==> src/rtl/mul4_seq_ctrl.sv <==
// Sequencing controller for a 4x4 shift-and-add multiplier datapath.
// One operand load, four partial-product accumulations, then a one-cycle done pulse.
module mul4_seq_ctrl (
  input  logic clk,
  input  logic rst,
  input  logic start,
  input  logic abort,
  output logic ld_A,
  output logic ld_B,
  output logic rst_out,
  output logic l_1,
  output logic l_2,
  output logic shctrl_1,
  output logic shctrl_0,
  output logic ld_out,
  output logic busy,
  output logic done
);

  typedef enum logic [2:0] {
    S_IDLE = 3'd0,
    S_LOAD = 3'd1,
    S_P0   = 3'd2,
    S_P1   = 3'd3,
    S_P2   = 3'd4,
    S_P3   = 3'd5,
    S_DONE = 3'd6
  } state_t;

  typedef struct packed {
    logic       ld_a;
    logic       ld_b;
    logic       rst_out;
    logic       l_1;
    logic       l_2;
    logic [1:0] sh;
    logic       ld_out;
    logic       busy;
    logic       done;
  } ctrl_t;

  state_t r_state;
  state_t w_next_state;
  ctrl_t  r_ctrl;

  // Output pattern for the state about to be entered, so outputs stay registered.
  function automatic ctrl_t decode(input state_t s);
    ctrl_t c;
    c = '0;
    case (s)
      S_LOAD: begin
        c.ld_a    = 1'b1;
        c.ld_b    = 1'b1;
        c.rst_out = 1'b1;
        c.busy    = 1'b1;
      end
      S_P0: begin
        c.sh     = 2'b00;
        c.ld_out = 1'b1;
        c.busy   = 1'b1;
      end
      S_P1: begin
        c.l_2    = 1'b1;
        c.sh     = 2'b01;
        c.ld_out = 1'b1;
        c.busy   = 1'b1;
      end
      S_P2: begin
        c.l_1    = 1'b1;
        c.sh     = 2'b01;
        c.ld_out = 1'b1;
        c.busy   = 1'b1;
      end
      S_P3: begin
        c.l_1    = 1'b1;
        c.l_2    = 1'b1;
        c.sh     = 2'b10;
        c.ld_out = 1'b1;
        c.busy   = 1'b1;
      end
      S_DONE:  c.done = 1'b1;
      default: c = '0;
    endcase
    return c;
  endfunction

  always_comb begin
    w_next_state = r_state;
    case (r_state)
      S_IDLE: w_next_state = start ? S_LOAD : S_IDLE;
      S_LOAD: w_next_state = abort ? S_IDLE : S_P0;
      S_P0:   w_next_state = abort ? S_IDLE : S_P1;
      S_P1:   w_next_state = abort ? S_IDLE : S_P2;
      S_P2:   w_next_state = abort ? S_IDLE : S_P3;
      S_P3:   w_next_state = abort ? S_IDLE : S_DONE;
      // abort is deliberately not looked at here: a new start always wins.
      S_DONE: w_next_state = start ? S_LOAD : S_IDLE;
      default: w_next_state = S_IDLE;
    endcase
  end

  always_ff @(posedge clk or negedge rst) begin
    if (!rst) begin
      r_state <= S_IDLE;
      r_ctrl  <= '0;
    end else begin
      r_state <= w_next_state;
      r_ctrl  <= decode(w_next_state);
    end
  end

  assign ld_A     = r_ctrl.ld_a;
  assign ld_B     = r_ctrl.ld_b;
  assign rst_out  = r_ctrl.rst_out;
  assign l_1      = r_ctrl.l_1;
  assign l_2      = r_ctrl.l_2;
  assign shctrl_1 = r_ctrl.sh[1];
  assign shctrl_0 = r_ctrl.sh[0];
  assign ld_out   = r_ctrl.ld_out;
  assign busy     = r_ctrl.busy;
  assign done     = r_ctrl.done;

endmodule

==> config.mk <==
export PLATFORM = sky130hd
export DESIGN_NAME = mul4_seq_ctrl
export DESIGN_NICKNAME = d
export VERILOG_FILES = /design/src/rtl/mul4_seq_ctrl.sv
export SDC_FILE = /design/constraint.sdc
export NUM_CORES = 1
export LEC_CHECK = 0
export CORE_AREA = 2 2 39 41
export DETAILED_ROUTE_END_ITERATION = 16
export DIE_AREA = 0 0 41 43
export GPL_ROUTABILITY_DRIVEN = 0
export PLACE_DENSITY = 0.64
export SLEW_MARGIN = 20
export SYNTH_ARGS = -nofsm -noshare
export SYNTH_HDL_FRONTEND = slang
export SYNTH_SLANG_ARGS = --single-unit
==> constraint.sdc <==
create_clock -name clk -period 1.5 [get_ports clk]
set_input_delay 0.15 -clock clk [delete_from_list [all_inputs] [get_ports clk]]
set_output_delay 0.15 -clock clk [all_outputs]
set_load 0.05 [all_outputs]
==> results.py, run 1 <==
metrics = {
    "power_and_ir_drop": {
        "internal-power_uw": 736,
        "seqPwrFrac": 0.320,
        "clock_power_share": 0.153,
        "swShare": 0.449,
        "powerDensity_nw_per_um2": 2090,
        "power_leakage_nw": 0.321,
        "power_mw": 1.34,
        "switchingPower_uw": 600,
        "pwr-share-comb": 0.527,
        "peakVddDrop_mv": 0.791,
    },
    "timing": {
        "fin_ws_ns": 0.0745,
        "period_needed_ns": 1.43,
        "relSlewSlack": 0.689,
        "setup-violations-final": 0,
        "worst_pin_slew_ns": 0.465,
        "setup_tns_ns": 0,
        "hold_viol_final": 0,
        "hold_ws_ns": 0.195,
        "rsz0062_at_grt": "no",
        "drv_slew": 0,
        "finClkSkew_ns": 0.00660,
        "fmax_ghz": 0.701,
        "finalCritPeriodShare": 0.950,
    },
    "routing": {
        "drtAntennaViolNets": 0,
        "dr.first_iter.drc_count": 4,
        "routed_via_density": 4.41,
        "wire_per_inst_um": 12.2,
        "drc": 0,
        "first_pass_iters": 2,
        "wirelength_um": 843,
        "vias": 304,
    },
    "finish": {
        "fin_nets": 59,
        "drive_gt1_frac": 0.453,
        "final_area_um2": 638,
        "utilization": 0.461,
        "areaGrowthSynthToFinish_pct": 43.3,
        "layout.cells.non_filler": 69,
        "n_fill_cell": 126,
        "antennaDiodeCount": 0,
    },
    "setup_path": {
        "r2r-end": "shctrl_1",
        "cp_slowest_cell": "dfrtp_1",
        "r2r_slack_ns": 0.07,
        "critPathArrivalTime_ns": 1.61,
        "worstSetupStartpointType": "flip-flop",
        "crit_family": "simple AND/OR/NAND/NOR gates",
        "cp_cell_sequence": "or2b_1 > mux2i_1 > nand2_1 > ha_4 > nor4_2",
        "rr_startpoint": "r_state[1]",
        "timing.critical_path.buf_inv": 0,
        "path_class": "flip-flop to flip-flop",
        "crit_fanout": 4,
        "worst_ep_required_time_ns": 1.68,
        "slowest_delay_ns": 0.39,
        "worstRegToRegCells": 5,
        "end_kind": "flip-flop",
    },
    "yosys": {
        "ys_seq_area_frac": 0.618,
        "ys_types": 19,
        "syn_nets": 39,
        "syn_avg_cell_area_um2": 13.1,
        "synth-seq-cells": 11,
        "synth_warnings": 0,
        "syn_inst": 34,
        "netlist_area_um2": 445,
    },
    "die": {
        "die_h_um": 43,
        "top_level_ports": 14,
        "die_area_um2": 1760,
        "coreArea_um2": 1380,
        "dieWidth_um": 41,
        "rows": 14,
        "start_util": 0.322,
    },
    "placed_design": {
        "place_area_um2": 588,
        "dp_cells": 65,
        "port_buffers": 13,
        "hpwl_um": 635,
        "pre_cts_slack_ns": 0.0303,
    },
    "clock_network": {
        "cts.sinks": 11,
        "clock_path_buffers": 2,
        "h-tree-depth": 1,
        "insertion_delay_ns": 0.27,
        "cts.clk_slew.worst_paths_ns": 0.08,
        "cts_setup_buffers": 0,
        "cts_made_buffers": 3,
        "clockRootBuffer": "clkbuf_4",
        "cts_tree": "built",
    },
    "grt": {
        "antenna_found_initial": 0,
        "grt_use_total": 0.124,
        "grt_pass1_vias": 326,
        "grt_max_degree": 12,
        "grt_overflow": 0,
        "grt_pass1_wl_mm": 1.35,
    },
    "hold_path": {
        "min_path_type": "input pin to async pin",
    },
    "run_status": {
        "status": "finished clean",
    },
    "flow_run": {
        "max-cap-violations": 0,
    },
}
[cell usage in the layout, fill, tap and decap left out]
master	n
nor3b_2	1
a211oi_1	1
nand2_1	1
and2_1	1
nand2b_1	1
mux2i_1	2
ha_4	1
nor4_2	1
inv_1	2
dfrtp_1	11
clkbuf_4	3
a21oi_2	1
or2b_1	1
xor2_2	1
nor3b_1	2
nand3b_1	1
clkdlybuf4s50_1	3
a211o_1	1
clkinv_2	1
nor2_1	2
buf_4	15
[how the worst max path moves through the flow]
stage | startpoint | end | slack, ns | depth (start not counted)
finish | r_state[1] | shctrl_1 | 0.07 | 5
global route | r_state[1] | shctrl_1 | 0.02 | 5
CTS | r_state[1] | shctrl_1 | 0.01 | 5
detailed placement | r_state[1] | shctrl_1 | 0.03 | 5
global placement | r_state[2] | shctrl_1 | 0.01 | 5
floorplan | r_state[1] | shctrl_1 | 0.07 | 5
[power by group through the flow]
stage	clock (mW)	combinational, mW	sequential [mW]
global route	0.231	0.748	0.440
CTS	0.207	0.678	0.426
finish	0.204	0.705	0.428
global placement	0	0.665	0.426
floorplan	0	0.301	0.613
detailed placement	0	0.675	0.432
[layer usage]
metal / GRT usage / vias up / wire [µm]
met4: 0.120 / 0 / 27
met5: 0 / - / 0
met1: 0.110 / 143 / 292
li1: - / 148 / -
met3: 0.0314 / 2 / 37
met2: 0.203 / 11 / 485
[synthesized netlist by cell type]
cell type | count | area, µm²
a211o_1 | 1 | 8.76
a211oi_1 | 1 | 7.51
a21oi_1 | 1 | 5.00
and2_1 | 1 | 6.26
buf_2 | 1 | 5.00
buf_4 | 2 | 15.0
dfrtp_1 | 11 | 275
ha_1 | 1 | 12.5
inv_1 | 2 | 7.51
mux2i_1 | 2 | 20.0
nand2_1 | 1 | 3.75
nand2b_1 | 1 | 6.26
nand3b_1 | 1 | 7.51
nor2_1 | 2 | 7.51
nor3b_1 | 2 | 15.0
nor3b_2 | 1 | 12.5
nor4_1 | 1 | 6.26
or2b_1 | 1 | 7.51
xor2_2 | 1 | 16.3
[timing repair]
action / in CTS / in global routing
endpoints found under the hold margin: 0 / 0
setup endpoints to repair: 0 / 1
gates resized for setup: 0 / 3
hold buffers: 0 / 0
[state kept, by name, summed over array words and instances, names as in the netlist]
name / flops
l_1: 1
busy: 1
ld_A: 1
shctrl_0: 1
done: 1
ld_out: 1
l_2: 1
r_state: 3
shctrl_1: 1
[area by class of cell]
class | instances | area, µm² | share of cell area
flip-flops and latches | 11 | 275 | 0.431
multi-input cells | 18 | 165 | 0.259
repair buffers | 18 | 143 | 0.224
clock buffers | 3 | 22.5 | 0.0353
well taps | 16 | 20.0 | 0.0314
inverters | 2 | 7.51 | 0.0118
clock inverters | 1 | 5.00 | 0.00784
[cells by family after synthesis]
family,count (synthesis),synth area share
muxes,2,0.0449
AOI/OAI and AO/OA,3,0.0478
DFF,11,0.618
adders and majority gates,1,0.0281
buffers and inverters,5,0.0618
xor gates and xnor gates,1,0.0365
and+or+nand+nor,11,0.163
[worst register-to-register path: stages (launching register included)]
cell     delay, ns
dfrtp_1       0.39
or2b_1        0.25
mux2i_1       0.16
nand2_1       0.11
ha_4          0.23
nor4_2        0.20
Power figures use the tool's default switching activity.
==> run 2, diff against run 1 <==
- SKIP_LAST_GASP: default -> 1
==> results of run 2 <==
No change in the layout: final DEF, timing and power equal those of run 1.
==> run 3, diff against run 2 <==
- PLACE_DENSITY: 0.64 -> 0.66
- clock period: 1.5 -> 1.16 ns (I/O delays scaled with it)
==> results.py, run 3 (same netlist as run 1, synthesis figures left out) <==
metrics = {
    "die": {
        "coreArea_um2": 1380,
        "die_area_um2": 1760,
        "start_util": 0.322,
        "dieWidth_um": 41,
        "rows": 14,
        "die_h_um": 43,
        "top_level_ports": 14,
    },
    "placed_design": {
        "pre_cts_slack_ns": -0.308,
        "port_buffers": 13,
        "hpwl_um": 609,
    },
    "routing": {
        "wirelength_um": 795,
        "vias": 319,
        "drtAntennaViolNets": 0,
        "routed_via_density": 4.49,
        "first_pass_iters": 2,
        "wire_per_inst_um": 11.2,
        "dr.first_iter.drc_count": 6,
        "drc": 0,
    },
    "setup_path": {
        "rr_startpoint": "r_state[2]",
        "critPathArrivalTime_ns": 1.55,
        "r2r-end": "shctrl_1",
        "worst_ep_required_time_ns": 1.34,
        "end_kind": "flip-flop",
        "path_class": "flip-flop to flip-flop",
        "worstRegToRegCells": 4,
        "r2r_slack_ns": -0.21,
        "crit_fanout": 4,
        "worstSetupStartpointType": "flip-flop",
    },
    "grt": {
        "grt_use_total": 0.121,
        "antenna_found_initial": 0,
        "grt_max_degree": 12,
        "grt_overflow": 0,
        "grt_pass1_wl_mm": 1.26,
        "grt_pass1_vias": 293,
    },
    "flow_run": {
        "max-cap-violations": 0,
    },
    "timing": {
        "hold_viol_final": 0,
        "period_needed_ns": 1.37,
        "rsz0062_at_grt": "yes",
        "fmax_ghz": 0.731,
        "drv_slew": 0,
        "finalCritPeriodShare": 1.18,
        "worst_pin_slew_ns": 0.482,
        "setup_tns_ns": -0.516,
        "setup-violations-final": 5,
        "relSlewSlack": 0.678,
        "fin_ws_ns": -0.208,
        "finClkSkew_ns": 0.00243,
    },
    "clock_network": {
        "h-tree-depth": 1,
        "clock_path_buffers": 2,
        "insertion_delay_ns": 0.26,
        "cts.sinks": 11,
        "cts_tree": "built",
        "cts_made_buffers": 3,
        "clockRootBuffer": "clkbuf_4",
        "cts.clk_slew.worst_paths_ns": 0.07,
    },
    "finish": {
        "antennaDiodeCount": 0,
        "largest_reg_flops": 3,
        "final_common_cell": "dfrtp_1",
        "fin_nets": 61,
        "drive_gt1_frac": 0.436,
        "areaGrowthSynthToFinish_pct": 73.6,
        "layout_common_cells": "dfrtp_1 (11), buf_12 (10), buf_4 (7)",
        "top_register": "r_state",
    },
    "power_and_ir_drop": {
        "powerDensity_nw_per_um2": 2600,
        "power_leakage_nw": 0.360,
        "peakVddDrop_mv": 1.13,
    },
    "run_status": {
        "status": "finished with violations",
        "failed_checks": "negative setup slack",
    },
    "hold_path": {
        "min_path_type": "input pin to async pin",
    },
}
[run 3: cell types whose count changed in the layout (fill, tap and decap cells not counted)]
| cell | before | now |
|---|---|---|
| buf_12 | 0 | 10 |
| a21oi_2 | 1 | 0 |
| a21oi_1 | 0 | 1 |
| buf_4 | 15 | 7 |
| clkbuf_1 | 0 | 1 |
| clkinv_2 | 1 | 0 |
[run 3: routing by layer]
| metal | track usage | up-vias | wire length [µm] |
|---|---|---|---|
| met3 | 0.0314 | 2 | 33 |
| met5 | 0 | - | 0 |
| met2 | 0.153 | 10 | 396 |
| li1 | - | 152 | - |
| met4 | 0.140 | 0 | 27 |
| met1 | 0.143 | 155 | 338 |
[run 3: repair_timing]
action | CTS | global route
hold endpoints to repair | 0 | 0
endpoints found under the setup margin | 4 | 5
pin swaps | 1 | 0
setup buffers | 0 | 0
gates resized for setup | 1 | 2
hold buffers | 0 | 0
[run 3: area by class of cell]
| type | count | area [µm²] |
|---|---|---|
| timing repair buffer | 20 | 283 |
| fill | 104 | 611 |
| clock buffer | 4 | 26.3 |
| sequential | 11 | 275 |
| multi-input combinational | 18 | 161 |
| inverter | 2 | 7.51 |
| tap | 16 | 20.0 |
[run 3: power by group]
group	internal, mW	total (mW)	switching (mW)
registers	0.489	0.594	0.105
logic	0.582	1.16	0.581
clock network	0.133	0.254	0.121
[run 3: worst max path at each step]
stage	startpoint	end	slack [ns]	cells after the start
3_3_place_gp	r_state[2]	shctrl_1	-0.28	5
2_1_floorplan	r_state[1]	shctrl_1	-0.27	5
5_1_grt	r_state[2]	shctrl_1	-0.31	5
3_5_place_dp	r_state[2]	shctrl_1	-0.31	5
4_1_cts	r_state[2]	shctrl_1	-0.25	5
6_report	r_state[2]	shctrl_1	-0.21	4
[run 3: critical path, stage by stage, from the launching register on]
cell and delay, ns:
dfrtp_1 0.40, nand3b_1 0.17, a21oi_1 0.33, ha_4 0.27, nor4_2 0.12
[run 3: per-stage QoR]
step                cells  utilization  hold slack, ns  power, mW  instance area (µm²)
floorplan              34            -          -0.180       1.18                  445
global placement       67        0.526           0.465       1.72                  728
detailed placement     67        0.526           0.469       1.73                  728
CTS                    71        0.547           0.180       2.00                  757
global route           71        0.559           0.218       2.11                  773
finish                 71        0.559           0.176       2.01                  773
